==> config.mk <==
export PLATFORM = sky130hd
export DESIGN_NAME = hwpe_stream_tcdm_addr_reader_flat
export DESIGN_NICKNAME = d
export VERILOG_FILES = /design/src/rtl/hwpe_stream_tcdm_addr_reader_if.sv /design/src/rtl/hwpe_stream_tcdm_addr_reader.sv /design/src/flat_wrapper.sv
export SDC_FILE = /design/constraint.sdc
export NUM_CORES = 1
export LEC_CHECK = 0
export BUFFER_PORTS_ARGS = -buffer_cell sky130_fd_sc_hd__buf_2
export CAP_MARGIN = 20
export CORE_MARGIN = 2
export CORE_UTILIZATION = 41
export DETAILED_ROUTE_END_ITERATION = 8
export PLACE_DENSITY_LB_ADDON = 0.2
export REMOVE_ABC_BUFFERS = 1
export SLEW_MARGIN = 10
export SYNTH_ARGS = -nofsm -noshare
export SYNTH_HDL_FRONTEND = slang
export SYNTH_SLANG_ARGS = --single-unit
==> constraint.sdc <==
create_clock -name clk_i -period 4.21 [get_ports clk_i]
set_input_delay 0.6315 -clock clk_i [delete_from_list [all_inputs] [get_ports clk_i]]
set_output_delay 0.6315 -clock clk_i [all_outputs]
set_load 0.01 [all_outputs]
==> src/rtl/hwpe_stream_tcdm_addr_reader_if.sv <==
// Stream handshake bundle (valid/ready/data/strb) and the status flag bundle
// exported by the TCDM address reader.
interface hwpe_stream_intf_stream #(
    parameter int unsigned DATA_WIDTH = 32,
    parameter int unsigned STRB_WIDTH = DATA_WIDTH / 8
) ();
    logic                  valid;
    logic                  ready;
    logic [DATA_WIDTH-1:0] data;
    logic [STRB_WIDTH-1:0] strb;

    modport source (output valid, output data, output strb, input ready);
    modport sink   (input valid, input data, input strb, output ready);
    modport master (output valid, output data, output strb, input ready);
    modport slave  (input valid, input data, input strb, output ready);
endinterface

interface hwpe_stream_tcdm_addr_reader_flags_if ();
    logic busy;
    logic error;
    logic misalign;
    logic first;
    logic last;

    modport master (output busy, output error, output misalign, output first, output last);
    modport slave  (input busy, input error, input misalign, input first, input last);
endinterface

==> src/rtl/hwpe_stream_tcdm_addr_reader.sv <==
// Turns a stream of word addresses into single-word TCDM reads and returns the
// fixed-latency read data as a stream, carrying strobe/misalign tags per beat.
module hwpe_stream_tcdm_addr_reader_fifo #(
    parameter int unsigned WIDTH = 32,
    parameter int unsigned DEPTH = 2
) (
    input  logic             clk_i,
    input  logic             rst_ni,
    input  logic             clear_i,
    input  logic             push_i,
    input  logic [WIDTH-1:0] data_i,
    input  logic             pop_i,
    output logic [WIDTH-1:0] data_o,
    output logic             empty_o
);
    localparam int unsigned PTR_W = (DEPTH > 1) ? $clog2(DEPTH) : 1;
    localparam int unsigned CNT_W = $clog2(DEPTH + 1);
    localparam logic [PTR_W-1:0] PTR_LAST_C = PTR_W'(DEPTH - 1);
    localparam logic [PTR_W-1:0] PTR_ONE_C  = PTR_W'(1);
    localparam logic [CNT_W-1:0] CNT_ONE_C  = CNT_W'(1);
    localparam logic [CNT_W-1:0] CNT_FULL_C = CNT_W'(DEPTH);

    logic [WIDTH-1:0] mem_q [DEPTH];
    logic [PTR_W-1:0] wr_ptr_q, wr_ptr_d;
    logic [PTR_W-1:0] rd_ptr_q, rd_ptr_d;
    logic [CNT_W-1:0] cnt_q, cnt_d;
    logic             push_s;
    logic             pop_s;

    function automatic logic [PTR_W-1:0] ptr_inc(input logic [PTR_W-1:0] ptr);
        logic [PTR_W-1:0] nxt;
        if (ptr == PTR_LAST_C) begin
            nxt = {PTR_W{1'b0}};
        end else begin
            nxt = ptr + PTR_ONE_C;
        end
        return nxt;
    endfunction

    assign empty_o = (cnt_q == {CNT_W{1'b0}});
    assign pop_s   = pop_i & ~empty_o;
    // A full FIFO still accepts a push when the head leaves in the same cycle.
    assign push_s  = push_i & ((cnt_q != CNT_FULL_C) | pop_s);
    assign data_o  = mem_q[rd_ptr_q];

    // Pointer and occupancy next-state.
    always_comb begin
        wr_ptr_d = wr_ptr_q;
        rd_ptr_d = rd_ptr_q;
        cnt_d    = cnt_q;
        if (push_s) begin
            wr_ptr_d = ptr_inc(wr_ptr_q);
        end else begin
            wr_ptr_d = wr_ptr_q;
        end
        if (pop_s) begin
            rd_ptr_d = ptr_inc(rd_ptr_q);
        end else begin
            rd_ptr_d = rd_ptr_q;
        end
        case ({push_s, pop_s})
            2'b10:   cnt_d = cnt_q + CNT_ONE_C;
            2'b01:   cnt_d = cnt_q - CNT_ONE_C;
            default: cnt_d = cnt_q;
        endcase
    end

    // Pointer and occupancy state with reset and soft clear.
    always_ff @(posedge clk_i) begin
        if (!rst_ni) begin
            wr_ptr_q <= {PTR_W{1'b0}};
            rd_ptr_q <= {PTR_W{1'b0}};
            cnt_q    <= {CNT_W{1'b0}};
        end else if (clear_i) begin
            wr_ptr_q <= {PTR_W{1'b0}};
            rd_ptr_q <= {PTR_W{1'b0}};
            cnt_q    <= {CNT_W{1'b0}};
        end else begin
            wr_ptr_q <= wr_ptr_d;
            rd_ptr_q <= rd_ptr_d;
            cnt_q    <= cnt_d;
        end
    end

    // Storage array write port.
    always_ff @(posedge clk_i) begin
        if (push_s) begin
            mem_q[wr_ptr_q] <= data_i;
        end
    end
endmodule

module hwpe_stream_tcdm_addr_reader #(
    parameter int unsigned OUT_DEPTH  = 2,
    parameter int unsigned DATA_WIDTH = 32
) (
    input  logic                    clk_i,
    input  logic                    rst_ni,
    input  logic                    test_mode_i,
    input  logic                    enable_i,
    input  logic                    clear_i,
    hwpe_stream_intf_stream.sink    addr_i,
    output logic                    tcdm_req_o,
    input  logic                    tcdm_gnt_i,
    output logic [31:0]             tcdm_add_o,
    output logic                    tcdm_wen_o,
    output logic [DATA_WIDTH/8-1:0] tcdm_be_o,
    output logic [DATA_WIDTH-1:0]   tcdm_data_o,
    input  logic [DATA_WIDTH-1:0]   tcdm_r_data_i,
    input  logic                    tcdm_r_valid_i,
    hwpe_stream_intf_stream.source  stream_o,
    hwpe_stream_tcdm_addr_reader_flags_if.master flags_o
);
    localparam int unsigned STRB_W = DATA_WIDTH / 8;
    localparam int unsigned TAG_W  = STRB_W + 3;
    localparam int unsigned CNT_W  = $clog2(OUT_DEPTH + 1);
    localparam logic [CNT_W-1:0] DEPTH_C   = CNT_W'(OUT_DEPTH);
    localparam logic [CNT_W-1:0] CNT_ONE_C = CNT_W'(1);

    logic [CNT_W-1:0]      out_cnt_q, out_cnt_d;
    logic                  expect_q, drop_q;
    logic                  error_q, error_d;
    logic                  credit_ok_s, gnt_s, pop_s;
    logic                  push_data_s, spurious_s;
    logic                  data_empty_s, tag_empty_s, head_valid_s;
    logic [TAG_W-1:0]      tag_in_s, tag_head_s;
    logic [DATA_WIDTH-1:0] data_head_s;
    logic                  unused_s;

    assign unused_s = ^{test_mode_i, addr_i.data[35:33], tag_empty_s};

    assign head_valid_s = ~data_empty_s;
    assign pop_s        = head_valid_s & stream_o.ready;
    // Counting the departing beat as free credit keeps one beat per cycle at OUT_DEPTH=2.
    assign credit_ok_s  = (out_cnt_q < DEPTH_C) | pop_s;
    assign tcdm_req_o   = addr_i.valid & credit_ok_s & enable_i & ~clear_i;
    assign gnt_s        = tcdm_req_o & tcdm_gnt_i;
    assign addr_i.ready = gnt_s;
    assign tcdm_add_o   = {addr_i.data[29:0], 2'b00};
    assign tcdm_wen_o   = 1'b1;
    assign tcdm_be_o    = {STRB_W{1'b1}};
    assign tcdm_data_o  = {DATA_WIDTH{1'b0}};

    assign tag_in_s    = {addr_i.strb, addr_i.data[32:30]};
    assign push_data_s = tcdm_r_valid_i & expect_q & ~drop_q;
    assign spurious_s  = tcdm_r_valid_i & ~expect_q & ~drop_q;

    hwpe_stream_tcdm_addr_reader_fifo #(
        .WIDTH (TAG_W),
        .DEPTH (OUT_DEPTH)
    ) i_tag_fifo (
        .clk_i   (clk_i),
        .rst_ni  (rst_ni),
        .clear_i (clear_i),
        .push_i  (gnt_s),
        .data_i  (tag_in_s),
        .pop_i   (pop_s),
        .data_o  (tag_head_s),
        .empty_o (tag_empty_s)
    );

    hwpe_stream_tcdm_addr_reader_fifo #(
        .WIDTH (DATA_WIDTH),
        .DEPTH (OUT_DEPTH)
    ) i_data_fifo (
        .clk_i   (clk_i),
        .rst_ni  (rst_ni),
        .clear_i (clear_i),
        .push_i  (push_data_s),
        .data_i  (tcdm_r_data_i),
        .pop_i   (pop_s),
        .data_o  (data_head_s),
        .empty_o (data_empty_s)
    );

    assign stream_o.valid = head_valid_s;
    assign stream_o.data  = data_head_s;
    assign stream_o.strb  = head_valid_s ? tag_head_s[TAG_W-1:3] : {STRB_W{1'b0}};

    assign flags_o.busy     = (out_cnt_q != {CNT_W{1'b0}});
    assign flags_o.error    = error_q;
    assign flags_o.misalign = head_valid_s & tag_head_s[2];
    assign flags_o.first    = head_valid_s & tag_head_s[1];
    assign flags_o.last     = head_valid_s & tag_head_s[0];

    // Outstanding-read counter and sticky error next-state.
    always_comb begin
        out_cnt_d = out_cnt_q;
        error_d   = error_q;
        case ({gnt_s, pop_s})
            2'b10:   out_cnt_d = out_cnt_q + CNT_ONE_C;
            2'b01:   out_cnt_d = out_cnt_q - CNT_ONE_C;
            default: out_cnt_d = out_cnt_q;
        endcase
        if (clear_i) begin
            out_cnt_d = {CNT_W{1'b0}};
            error_d   = 1'b0;
        end else if (spurious_s) begin
            error_d = 1'b1;
        end else begin
            error_d = error_q;
        end
    end

    // Control state; expect_q tracks grants even through a clear so late responses are recognised.
    always_ff @(posedge clk_i) begin
        if (!rst_ni) begin
            out_cnt_q <= {CNT_W{1'b0}};
            expect_q  <= 1'b0;
            drop_q    <= 1'b0;
            error_q   <= 1'b0;
        end else begin
            out_cnt_q <= out_cnt_d;
            expect_q  <= gnt_s;
            drop_q    <= clear_i;
            error_q   <= error_d;
        end
    end
endmodule

==> src/flat_wrapper.sv <==
// flat-port wrapper written by rule: the top's interface ports become plain ports
module hwpe_stream_tcdm_addr_reader_flat 
#(
    parameter int unsigned OUT_DEPTH  = 2,
    parameter int unsigned DATA_WIDTH = 32
)
  (clk_i, rst_ni, test_mode_i, enable_i, clear_i, tcdm_req_o, tcdm_gnt_i, tcdm_add_o, tcdm_wen_o, tcdm_be_o, tcdm_data_o, tcdm_r_data_i, tcdm_r_valid_i, addr_i_valid, addr_i_data, addr_i_strb, addr_i_ready, stream_o_valid, stream_o_data, stream_o_strb, stream_o_ready, flags_o_busy, flags_o_error, flags_o_misalign, flags_o_first, flags_o_last);
  hwpe_stream_intf_stream #(.DATA_WIDTH(DATA_WIDTH), .STRB_WIDTH(4)) addr_i_i ();
  hwpe_stream_intf_stream #(.DATA_WIDTH(DATA_WIDTH), .STRB_WIDTH(4)) stream_o_i ();
  hwpe_stream_tcdm_addr_reader_flags_if flags_o_i ();
  input  logic clk_i;
  input  logic rst_ni;
  input  logic test_mode_i;
  input  logic enable_i;
  input  logic clear_i;
  output logic tcdm_req_o;
  input  logic tcdm_gnt_i;
  output logic [31:0] tcdm_add_o;
  output logic tcdm_wen_o;
  output logic [DATA_WIDTH/8-1:0] tcdm_be_o;
  output logic [DATA_WIDTH-1:0] tcdm_data_o;
  input  logic [DATA_WIDTH-1:0] tcdm_r_data_i;
  input  logic tcdm_r_valid_i;
  input wire logic [$bits(addr_i_i.valid)-1:0] addr_i_valid;
  input wire logic [$bits(addr_i_i.data)-1:0] addr_i_data;
  input wire logic [$bits(addr_i_i.strb)-1:0] addr_i_strb;
  output wire logic [$bits(addr_i_i.ready)-1:0] addr_i_ready;
  output wire logic [$bits(stream_o_i.valid)-1:0] stream_o_valid;
  output wire logic [$bits(stream_o_i.data)-1:0] stream_o_data;
  output wire logic [$bits(stream_o_i.strb)-1:0] stream_o_strb;
  input wire logic [$bits(stream_o_i.ready)-1:0] stream_o_ready;
  output wire logic [$bits(flags_o_i.busy)-1:0] flags_o_busy;
  output wire logic [$bits(flags_o_i.error)-1:0] flags_o_error;
  output wire logic [$bits(flags_o_i.misalign)-1:0] flags_o_misalign;
  output wire logic [$bits(flags_o_i.first)-1:0] flags_o_first;
  output wire logic [$bits(flags_o_i.last)-1:0] flags_o_last;
  assign addr_i_i.valid = addr_i_valid;
  assign addr_i_i.data = addr_i_data;
  assign addr_i_i.strb = addr_i_strb;
  assign addr_i_ready = addr_i_i.ready;
  assign stream_o_valid = stream_o_i.valid;
  assign stream_o_data = stream_o_i.data;
  assign stream_o_strb = stream_o_i.strb;
  assign stream_o_i.ready = stream_o_ready;
  assign flags_o_busy = flags_o_i.busy;
  assign flags_o_error = flags_o_i.error;
  assign flags_o_misalign = flags_o_i.misalign;
  assign flags_o_first = flags_o_i.first;
  assign flags_o_last = flags_o_i.last;
  hwpe_stream_tcdm_addr_reader #(.OUT_DEPTH(OUT_DEPTH), .DATA_WIDTH(DATA_WIDTH)) u_core (.clk_i(clk_i), .rst_ni(rst_ni), .test_mode_i(test_mode_i), .enable_i(enable_i), .clear_i(clear_i), .addr_i(addr_i_i), .tcdm_req_o(tcdm_req_o), .tcdm_gnt_i(tcdm_gnt_i), .tcdm_add_o(tcdm_add_o), .tcdm_wen_o(tcdm_wen_o), .tcdm_be_o(tcdm_be_o), .tcdm_data_o(tcdm_data_o), .tcdm_r_data_i(tcdm_r_data_i), .tcdm_r_valid_i(tcdm_r_valid_i), .stream_o(stream_o_i), .flags_o(flags_o_i));
endmodule
# Yosys cells after proc, flatten, opt, wreduce, memory -nomap -nowiden

Memories as Yosys holds them, arrays and structs flattened. A register that Yosys moved wholly into a read port is not among the register bits.
Cells that the tools add are included.

Output and inout port bits: 113
Register bits after elaboration: 13
Memory bits (writable): 76
Bits of input ports: 77
Memories: 2

Memories:

| name                     | depth | width | read ports | clocked after memory_dff | write ports | RTL line                           | text |
|---|---|---|---|---|---|---|---|
| u_core.i_data_fifo.mem_q | 2     | 32    | 1          | 1                        | 1           | hwpe_stream_tcdm_addr_reader.sv:23 | `logic [WIDTH-1:0] mem_q [DEPTH];` |
| u_core.i_tag_fifo.mem_q  | 2     | 6     | 1          | 1                        | 1           | hwpe_stream_tcdm_addr_reader.sv:23 |  |

Equal/unequal tests: 8
Bitwise gates (word level): 25
Muxes and demuxes: 16
Reduce and logical (&&, ||, !) cells: 7
Order comparisons: 1
Add/sub/neg operators: 10

Operator list:

| cell                                                               | count |
|---|---|
| 1-bit bitwise AND                                                  | 15 |
| 1-bit 2-to-1 mux                                                   | 12 |
| 2-bit case mux with 2 select lines                                 | 3 |
| 2-bit nonzero test                                                 | 4 |
| 2-bit by 1-bit adder with 2-bit output, second input constant      | 3 |
| 2-bit by 1-bit == test with 1-bit output, second input constant    | 3 |
| 2-bit == test, second input constant                               | 3 |
| 1-bit inverter                                                     | 6 |
| 2-bit by 1-bit subtractor with 2-bit output, second input constant | 3 |
| 1-bit adder, second input constant                                 | 4 |
| 2-bit logical NOT                                                  | 2 |
| 4-bit 2-to-1 mux                                                   | 1 |
| 2-bit inequality test, second input constant                       | 2 |
| 1-bit OR                                                           | 3 |
| 2-bit less-than comparator, second input constant                  | 1 |
| 2-bit OR reduction                                                 | 1 |
| 1-bit bitwise AND, second input constant                           | 1 |

# Depth between registers and ports, before layout

Gate-level depths: netlist of run 1.

Depth after elaboration: 11
Gate-level depth with buffers: 7
Depth with buffers taken out: 7

# Modules after synthesis

A second synthesis of run 1 with hierarchy kept.

Cells, all modules: 285
Area total of the unflattened synthesis: 4121.5 um2

Modules (own cells, without submodules):

| module                                                 | cells each | instances | area an instance (um2) |
|---|---|---|---|
| hwpe_stream_tcdm_addr_reader_fifo (u_core.i_data_fifo) | 131        | 1         | 2572.5 |
| hwpe_stream_tcdm_addr_reader                           | 105        | 1         | 812.0 |
| hwpe_stream_tcdm_addr_reader_fifo (u_core.i_tag_fifo)  | 49         | 1         | 737.0 |

# Least setup slack after synthesis of run 1

No wires, ideal clock.

Kind: input to register
Start point: input tcdm_r_valid_i
End point: memory u_core.i_data_fifo.mem_q[0][0] (enable)
Stages on the path: 4
Buffers on the path: 0
Slack: 1448 ps
Arrival: 2341 ps
Cells stage by stage: nand3b_1 a21oi_1 inv_1 nor2_1

Word-level cells in the longest chain between the ends: 5

RTL lines:

| what                                   | RTL line                            | text |
|---|---|---|
| start, declared                        | flat_wrapper.sv:23                  | `input logic tcdm_r_valid_i;` |
| 1-bit bitwise AND (2 in a row)         | hwpe_stream_tcdm_addr_reader.sv:145 | `assign push_data_s = tcdm_r_valid_i & expect_q & ~drop_q;` |
| 1-bit bitwise AND                      | hwpe_stream_tcdm_addr_reader.sv:43  | `assign push_s = push_i & ((cnt_q != CNT_FULL_C) \| pop_s);` |
| 1-bit 2-to-1 mux                       | hwpe_stream_tcdm_addr_reader.sv:87  | `if (push_s) begin` |
| 1-bit 2-to-1 mux (not written as such) | hwpe_stream_tcdm_addr_reader.sv:88  | `mem_q[wr_ptr_q] <= data_i;` |
| end, declared                          | hwpe_stream_tcdm_addr_reader.sv:23  |  |

Every way passes these cells.

==> results of run 1 <==
state kept, by name, indices dropped and copies added, names as in the netlist, named ones only:
name and cells:
u_core.expect_q 1, u_core.i_data_fifo.cnt_q 2, u_core.i_data_fifo.wr_ptr_q 1, u_core.out_cnt_q 2, u_core.i_tag_fifo.cnt_q 2, u_core.i_tag_fifo.mem_q 12
u_core.i_tag_fifo.rd_ptr_q 1, u_core.i_data_fifo.rd_ptr_q 1, u_core.i_tag_fifo.wr_ptr_q 1, u_core.flags_o.error 1, u_core.i_data_fifo.mem_q 64, u_core.drop_q 1
critical path: cells and delay by family, from the launching register on:
family | cells | cell delay (ns)
flip-flops | 1 | 0.86
multiplexers | 1 | 0.42
buffers and inverters | 1 | 0.14
how the worst max path moves through the flow:
stage                    from                               to  slack [ns]  cells after the start
2_1_floorplan  tcdm_r_valid_i   u_core.i_data_fifo.mem_q[0][0]        1.45                      4
3_3_place_gp   stream_o_ready  u_core.i_data_fifo.mem_q[0][14]        1.81                      5
3_5_place_dp   stream_o_ready  u_core.i_data_fifo.mem_q[0][14]        1.82                      5
4_1_cts              register                 stream_o_data[5]        1.73                      2
5_1_grt              register                stream_o_data[10]        1.67                      2
6_report             register                stream_o_data[27]        1.80                      2
metal layers:
layer,up-vias,global-route usage [%]
met5,-,3.85
met3,9,8.69
met1,972,17.0
met4,2,4.72
met2,123,18.1
li1,970,-
power groups by stage:
stage / sequential (mW) / clock, mW / combinational, mW
after floorplan: 1.00 / 0 / 0.0281
final: 0.979 / 0.560 / 0.0606
after global routing: 0.980 / 0.622 / 0.0678
after CTS: 0.979 / 0.580 / 0.0601
after global placement: 1.00 / 0 / 0.0579
after detailed placement: 1.00 / 0 / 0.0599
final cells by class:
cell class | count | share of cell area, %
clock inverters | 3 | 0.487
inverters | 7 | 0.601
clock buffers | 13 | 3.89
repair buffers | 88 | 10.1
well taps | 129 | 3.69
flip-flops and latches | 91 | 59.1
multi-input cells | 140 | 22.1
cell families after synthesis:
group	after synthesis	synth area share, %
mux	39	10.9
flops	91	65.0
simple gates	37	4.31
xor+xnor	9	1.98
fa+ha+maj	3	0.944
compound gates	12	2.20
buf+inv	83	14.5
other cells	2	0.189
placed cells by master, fill, tap and decap left out:
cell type | Yosys | layout
buf_2 | 3 | 88
edfxtp_1 | 76 | 76
conb_1 | 2 | 40
mux2_2 | 31 | 31
nor2_1 | 25 | 24
dfxtp_1 | 15 | 14
clkbuf_8 | 0 | 10
inv_1 | 7 | 7
a21oi_1 | 6 | 6
mux2i_1 | 6 | 6
xnor2_1 | 5 | 5
xor2_1 | 4 | 4
o21ai_0 | 3 | 3
or3_1 | 3 | 3
ha_1 | 3 | 3
mux2_1 | 2 | 2
and2_1 | 3 | 2
clkbuf_1 | 3 | 2
o21ai_4 | 1 | 1
nand4b_1 | 1 | 1
o21bai_4 | 1 | 1
nand3b_1 | 1 | 1
nor2_4 | 0 | 1
and2_2 | 0 | 1
or2_2 | 1 | 1
nand2_1 | 1 | 1
a211oi_1 | 1 | 1
nand2b_1 | 1 | 1
nor3b_1 | 1 | 1
dfxtp_2 | 0 | 1
clkinvlp_4 | 0 | 1
clkinv_2 | 0 | 1
clkinv_4 | 0 | 1
clkbuf_16 | 0 | 1
through the flow:
stage / hold WS (ns) / utilization (%)
after floorplan: 0.472 / -
final: 0.467 / 46.8
after detailed placement: 0.462 / 44.8
after global placement: 0.454 / 44.8
after CTS: 0.444 / 46.8
after global routing: 0.440 / 46.8
==> summary.md, run 1 <==
| Metric | Value |
|---|---|
| Status | finished clean |
| Warnings from Yosys | 0 |
| Post-route DRC | 0 |
| Count leader, synth | edfxtp_1 |
| TritonCTS Buffers | 9 |
| Crit share post-route | 57.2% |
| Clock power frac | 35.0% |
| Final Power | 1.60 mW |
| Sequential Power Share | 61.2% |
| FF-to-FF path depth | 4 |
| Most common flop cell mapped by yosys | edfxtp_1 |
| Final HPWL DP | 4830 µm |
| Filler cells | 860 |
| CTS Hold Bufs | 0 |
| Initial Util | 42.6% |
| Clock skew | 0.0128 ns |
| H-tree Lvls | 3 |
| Final Non-Filler Cells | 471 |
| R2r startpoint | u_core.i_data_fifo.cnt_q[0] |
| Min-delay src | tcdm_r_data_i[23] |
| Detailed-route via count | 2076 |
| I/O Pins | 190 |
| R2R Path End | u_core.i_data_fifo.mem_q[0][12] |
| HP Class | in -> reg |
| Highest clock rate | 415 MHz |
| Vias per std cell | 4.41 |
| Max layer used | met5 |
| M1 WL | 2990 µm |
| First-pass GRT wire length | 10100 µm |
| CP arrival | 1.78 ns |
| Maximum fanout along the worst path | 32 |
| Worst slew pin tran | 0.966 ns |
| Sequential cell area | 0.00258 mm² |
| Net Sw Frac | 20.8% |
| Post-CTS setup repair buffer count | 0 |
| FF+latch count, synth | 91 |
| GP Congestion | 0.675 |
| Placed cell area | 0.00418 mm² |
| Fraction of registers with async set/reset | 0% |
| Pwr/cell area | 366 mW/mm² |
| Hold Fails Final Rpt | 0 |
| # diodes | 0 |
| Std cell rows | 35 |
| CTS resizes | 0 |
| Unrepaired setup endpoints after global routing | false |
| CTS tree | built |
| Clk buf depth | 2 |
| Worst stage delay on the critical path | 0.86 ns |
| Clk slew on worst S/H paths | 0.09 ns |
| Pre-CTS setup slack | 1.82 ns |
| TNS Setup | 0 ns |
| Crit path time final | 2.41 ns |
| DP Cell Count | 455 |
| Most frequent cells after synthesis | edfxtp_1 (76), buf_4 (70), mux2_2 (31) |
| Synth area leaders | edfxtp_1 (57%), buf_4 (13%), mux2_2 (8.8%), dfxtp_1 (7.6%), nor2_1 (2.4%) |
| Top cell type's share of synthesized area | 57.4% |
| Final setup vio count | 0 |
| Slew Viols, Final | 0 |
| WP data required | 3.58 ns |
| Share of post-route cells with drive strength above 1 | 40.6% |
| Area leader, netlist | edfxtp_1 |
| Cell variety after synth | 27 |
| Synthesized area per cell | 14.4 µm² |
| Core area | 0.00933 mm² |
| Sw power | 333 µW |
| Die X | 102 µm |
| Overall routing resource usage | 13.4% |
| Synth Instances | 276 |
| Clock root cell | clkbuf_8 |
| Final ANT Viol Nets | 0 |
| Routed met2 length | 2960 µm |
| Die area | 0.0105 mm² |
| Seq/Total Area, Yosys | 65.0% |
| Pleak | 1.67 nW |
| Area Overhead vs Synth | 9.92% |
| R2R setup slack | 2.10 ns |
| Later-pin clock latency in the skew report | 0.35 ns |
| Synth Cell Area | 0.00398 mm² |
| Count of input and output buffers | 88 |
| Largest net degree at the start of global routing | 33 |
| Vias in the first global route | 1918 |
| Hold EP | u_core.i_data_fifo.mem_q[0][23] |
| P_int | 1.27 mW |
| Peak VDD IR | 0.159 mV |
| Crit path cell chain | mux2_2, buf_2 |
| WHS Path Cells | 1 |
| Nets | 417 |
| Max-slew headroom | 35.4% |
| Die Height | 102 µm |
| GRT overflow | 0 |
| Comb pwr share | 3.8% |
| DRT iter0 DRCs | 44 |
| Number of synthesized flops with an enable pin | 76 |
| Crit end category | output port |
| Clk sink count | 91 |
| Met3 WL post-DR | 991 µm |
| Drt pass-1 iters | 4 |
| Multi-input logic area | 966 µm² |
| CP Launch Type | register |
| Max Cap Viol | 0 |
| Number of antenna violations at the first check in global routing | 0 |
| Final Cell Area | 0.00437 mm² |
| Setup WS post-layout | 1.80 ns |
| Routed WL | 7070 µm |
| DR WL/cell | 15.0 µm |
| Crit Path Category | reg -> out |
| CP max stage cell | dfxtp_2 |
(Power assumes the default switching activity.)
==> inputs of run 2 (changes only) <==
clock period = 2.4 ns   (was 4.21 ns; I/O delays follow)
==> run 2 against run 1 <==
Non-clock buffer count up 3. First-iteration DRC count down 14%. Sequential share of layout area down 0.67 points. Register-to-register slack worse by 1.6 ns. Critical path depth up 1. Die area unchanged. Clock skew up 0.0083 ns. Global-route usage up 0.079 points. Clock-buffer cell count down 4. Critical endpoint is now stream_o_data[5]. Largest power group unchanged.
==> summary.md, run 2 (synthesis gave the netlist of run 1 again) <==
| Metric | Value |
|---|---|
| Status | finished clean (unchanged) |
| GP Congestion | 0.662 (was 0.675) |
| Crit Path Category | reg -> out (unchanged) |
| Final Power | 2.78 mW (was 1.60 mW) |
| CP max stage cell | dfxtp_2 (unchanged) |
| Die area | 0.0105 mm² (unchanged) |
| Pleak | 1.69 nW (was 1.67 nW) |
| Filler cells | 848 (was 860) |
| TritonCTS Buffers | 9 (unchanged) |
| Largest net degree at the start of global routing | 25 (was 33) |
| I/O Pins | 190 (unchanged) |
| Later-pin clock latency in the skew report | 0.36 ns (was 0.35 ns) |
| Maximum fanout along the worst path | 18 (was 32) |
| Share of post-route cells with drive strength above 1 | 41.4% (was 40.6%) |
| WP data required | 2.04 ns (was 3.58 ns) |
| Worst stage delay on the critical path | 0.59 ns (was 0.86 ns) |
| Drt pass-1 iters | 4 (unchanged) |
| Area Overhead vs Synth | 11.2% (was 9.92%) |
| Clk buf depth | 2 (unchanged) |
| GRT overflow | 0 (unchanged) |
| Reg with most FFs | u_core.i_data_fifo.mem_q (unchanged) |
| CP Launch Type | register (unchanged) |
| Worst slew pin tran | 0.582 ns (was 0.966 ns) |
| CP top delay family | flip-flops (unchanged) |
| Slew Viols, Final | 0 (unchanged) |
| GR peak layer | met2 (unchanged) |
| DR WL/cell | 15.2 µm (was 15.0 µm) |
| Nets | 420 (was 417) |
| TNS Setup | 0 ns (unchanged) |
| CTS tree | built (unchanged) |
| DP Cell Count | 458 (was 455) |
| DRT iter0 DRCs | 38 (was 44) |
| Multi-input logic area | 966 µm² (unchanged) |
| Vias per std cell | 4.47 (was 4.41) |
| Sequential cell area | 0.00258 mm² (unchanged) |
| Most common cell after layout, fill and taps aside | buf_2 (unchanged) |
| Initial Util | 42.6% (unchanged) |
| Final setup vio count | 0 (unchanged) |
| Post-CTS setup repair buffer count | 0 (unchanged) |
| Overall routing resource usage | 13.5% (was 13.4%) |
| Top flop regs | u_core.i_data_fifo.mem_q (64), u_core.i_tag_fifo.mem_q (12) (unchanged) |
| Die X | 102 µm (unchanged) |
| CP arrival | 1.67 ns (was 1.78 ns) |
| Core area | 0.00933 mm² (unchanged) |
| Routed WL | 7220 µm (was 7070 µm) |
| Vias in the first global route | 2004 (was 1918) |
| Number of antenna violations at the first check in global routing | 0 (unchanged) |
| Max-slew headroom | 61.1% (was 35.4%) |
| Peak VDD IR | 0.305 mV (was 0.159 mV) |
| Crit path cell chain | buf_12, mux2_2, buf_2 (was mux2_2, buf_2) |
| Met2 GRT Util | 18.8% (was 18.1%) |
| Clock skew | 0.0211 ns (was 0.0128 ns) |
| Grt met3 use | 8.41% (was 8.69%) |
| Clk sink count | 91 (unchanged) |
| Hold Fails Final Rpt | 0 (unchanged) |
| Clock root cell | clkbuf_8 (unchanged) |
| Unrepaired setup endpoints after global routing | false (unchanged) |
| Std cell rows | 35 (unchanged) |
| Final HPWL DP | 5240 µm (was 4830 µm) |
| Die Height | 102 µm (unchanged) |
| Highest-count cells in the layout ignoring fill and taps | buf_2 (88), edfxtp_1 (76), conb_1 (40) (unchanged) |
| # diodes | 0 (unchanged) |
| Post-route DRC | 0 (unchanged) |
| HP Class | in -> reg (unchanged) |
| H-tree Lvls | 3 (unchanged) |
| Final Non-Filler Cells | 474 (was 471) |
| Routing usage on met1 | 16.7% (was 17.0%) |
| Highest clock rate | 494 MHz |
| Clk slew on worst S/H paths | 0.11 ns (was 0.09 ns) |
| CTS resizes | 0 (unchanged) |
| Max FFs per register | 64 (unchanged) |
| CTS Hold Bufs | 0 (unchanged) |
| Detailed-route via count | 2117 (was 2076) |
| Fin Hold WS | 0.180 ns (was 0.467 ns) |
| Crit path time final | 2.03 ns |
| Final ANT Viol Nets | 0 (unchanged) |
| Buf/Inv on CP | 2 (was 1) |
| Crit end category | output port (unchanged) |
| Count of input and output buffers | 88 (unchanged) |
| First-pass GRT wire length | 10200 µm (was 10100 µm) |
| Crit share post-route | 84.4% |
| Max Cap Viol | 0 (unchanged) |
| Pwr/cell area | 630 mW/mm² (was 366 mW/mm²) |
## run 2: path summary, 6_finish.rpt
kind / from / end / slack, ns / depth (start not counted)
worst max-delay path: register / stream_o_data[5] / 0.37 / 3
worst min-delay path: tcdm_r_data_i[22] / u_core.i_data_fifo.mem_q[1][22] / 0.18 / 1
worst max register to register: u_core.i_data_fifo.cnt_q[0] / u_core.i_data_fifo.cnt_q[1] / 0.53 / 6
worst min register to register: u_core.flags_o.error / u_core.flags_o.error / 0.47 / 2
## run 2: report_power, final
part           leakage, nW  internal, mW  switching (mW)  total (mW)
combinational        0.794        0.0399          0.0668       0.107
clock               0.0906         0.395           0.565       0.960
sequential           0.806          1.71         0.00287        1.72
## run 2: area by class of cell
| class | count | share of cell area (%) |
|---|---|---|
| Sequential cell | 91 | 58.5 |
| Tap cell | 129 | 3.65 |
| Multi-Input combinational cell | 140 | 21.9 |
| Clock inverter | 7 | 1.30 |
| Clock buffer | 9 | 2.80 |
| Inverter | 7 | 0.595 |
| Timing Repair Buffer | 91 | 11.3 |
## run 2: through the flow
stage / instance area (µm²) / worst slack [ns] / utilization [%]
finish: 4420 / 0.375 / 47.4
detailed placement: 4240 / 0.540 / 45.4
global placement: 4240 / 0.566 / 45.4
floorplan: 3570 / -0.191 / -
CTS: 4420 / 0.304 / 47.4
global route: 4420 / 0.256 / 47.4
## run 2: metal layers
layer	vias to the layer above	wire [µm]
met2	119	3030
met4	2	112
li1	985	-
met3	12	957
met5	-	43
met1	999	3080
## run 2: worst reg2reg max path, delay by kind of cell, from the launching register on
kind,cells,cell delay [ns]
compound gates,2,0.42
fa+ha+maj,1,0.33
buf+inv,1,0.14
flops,1,0.47
simple gates,2,0.43
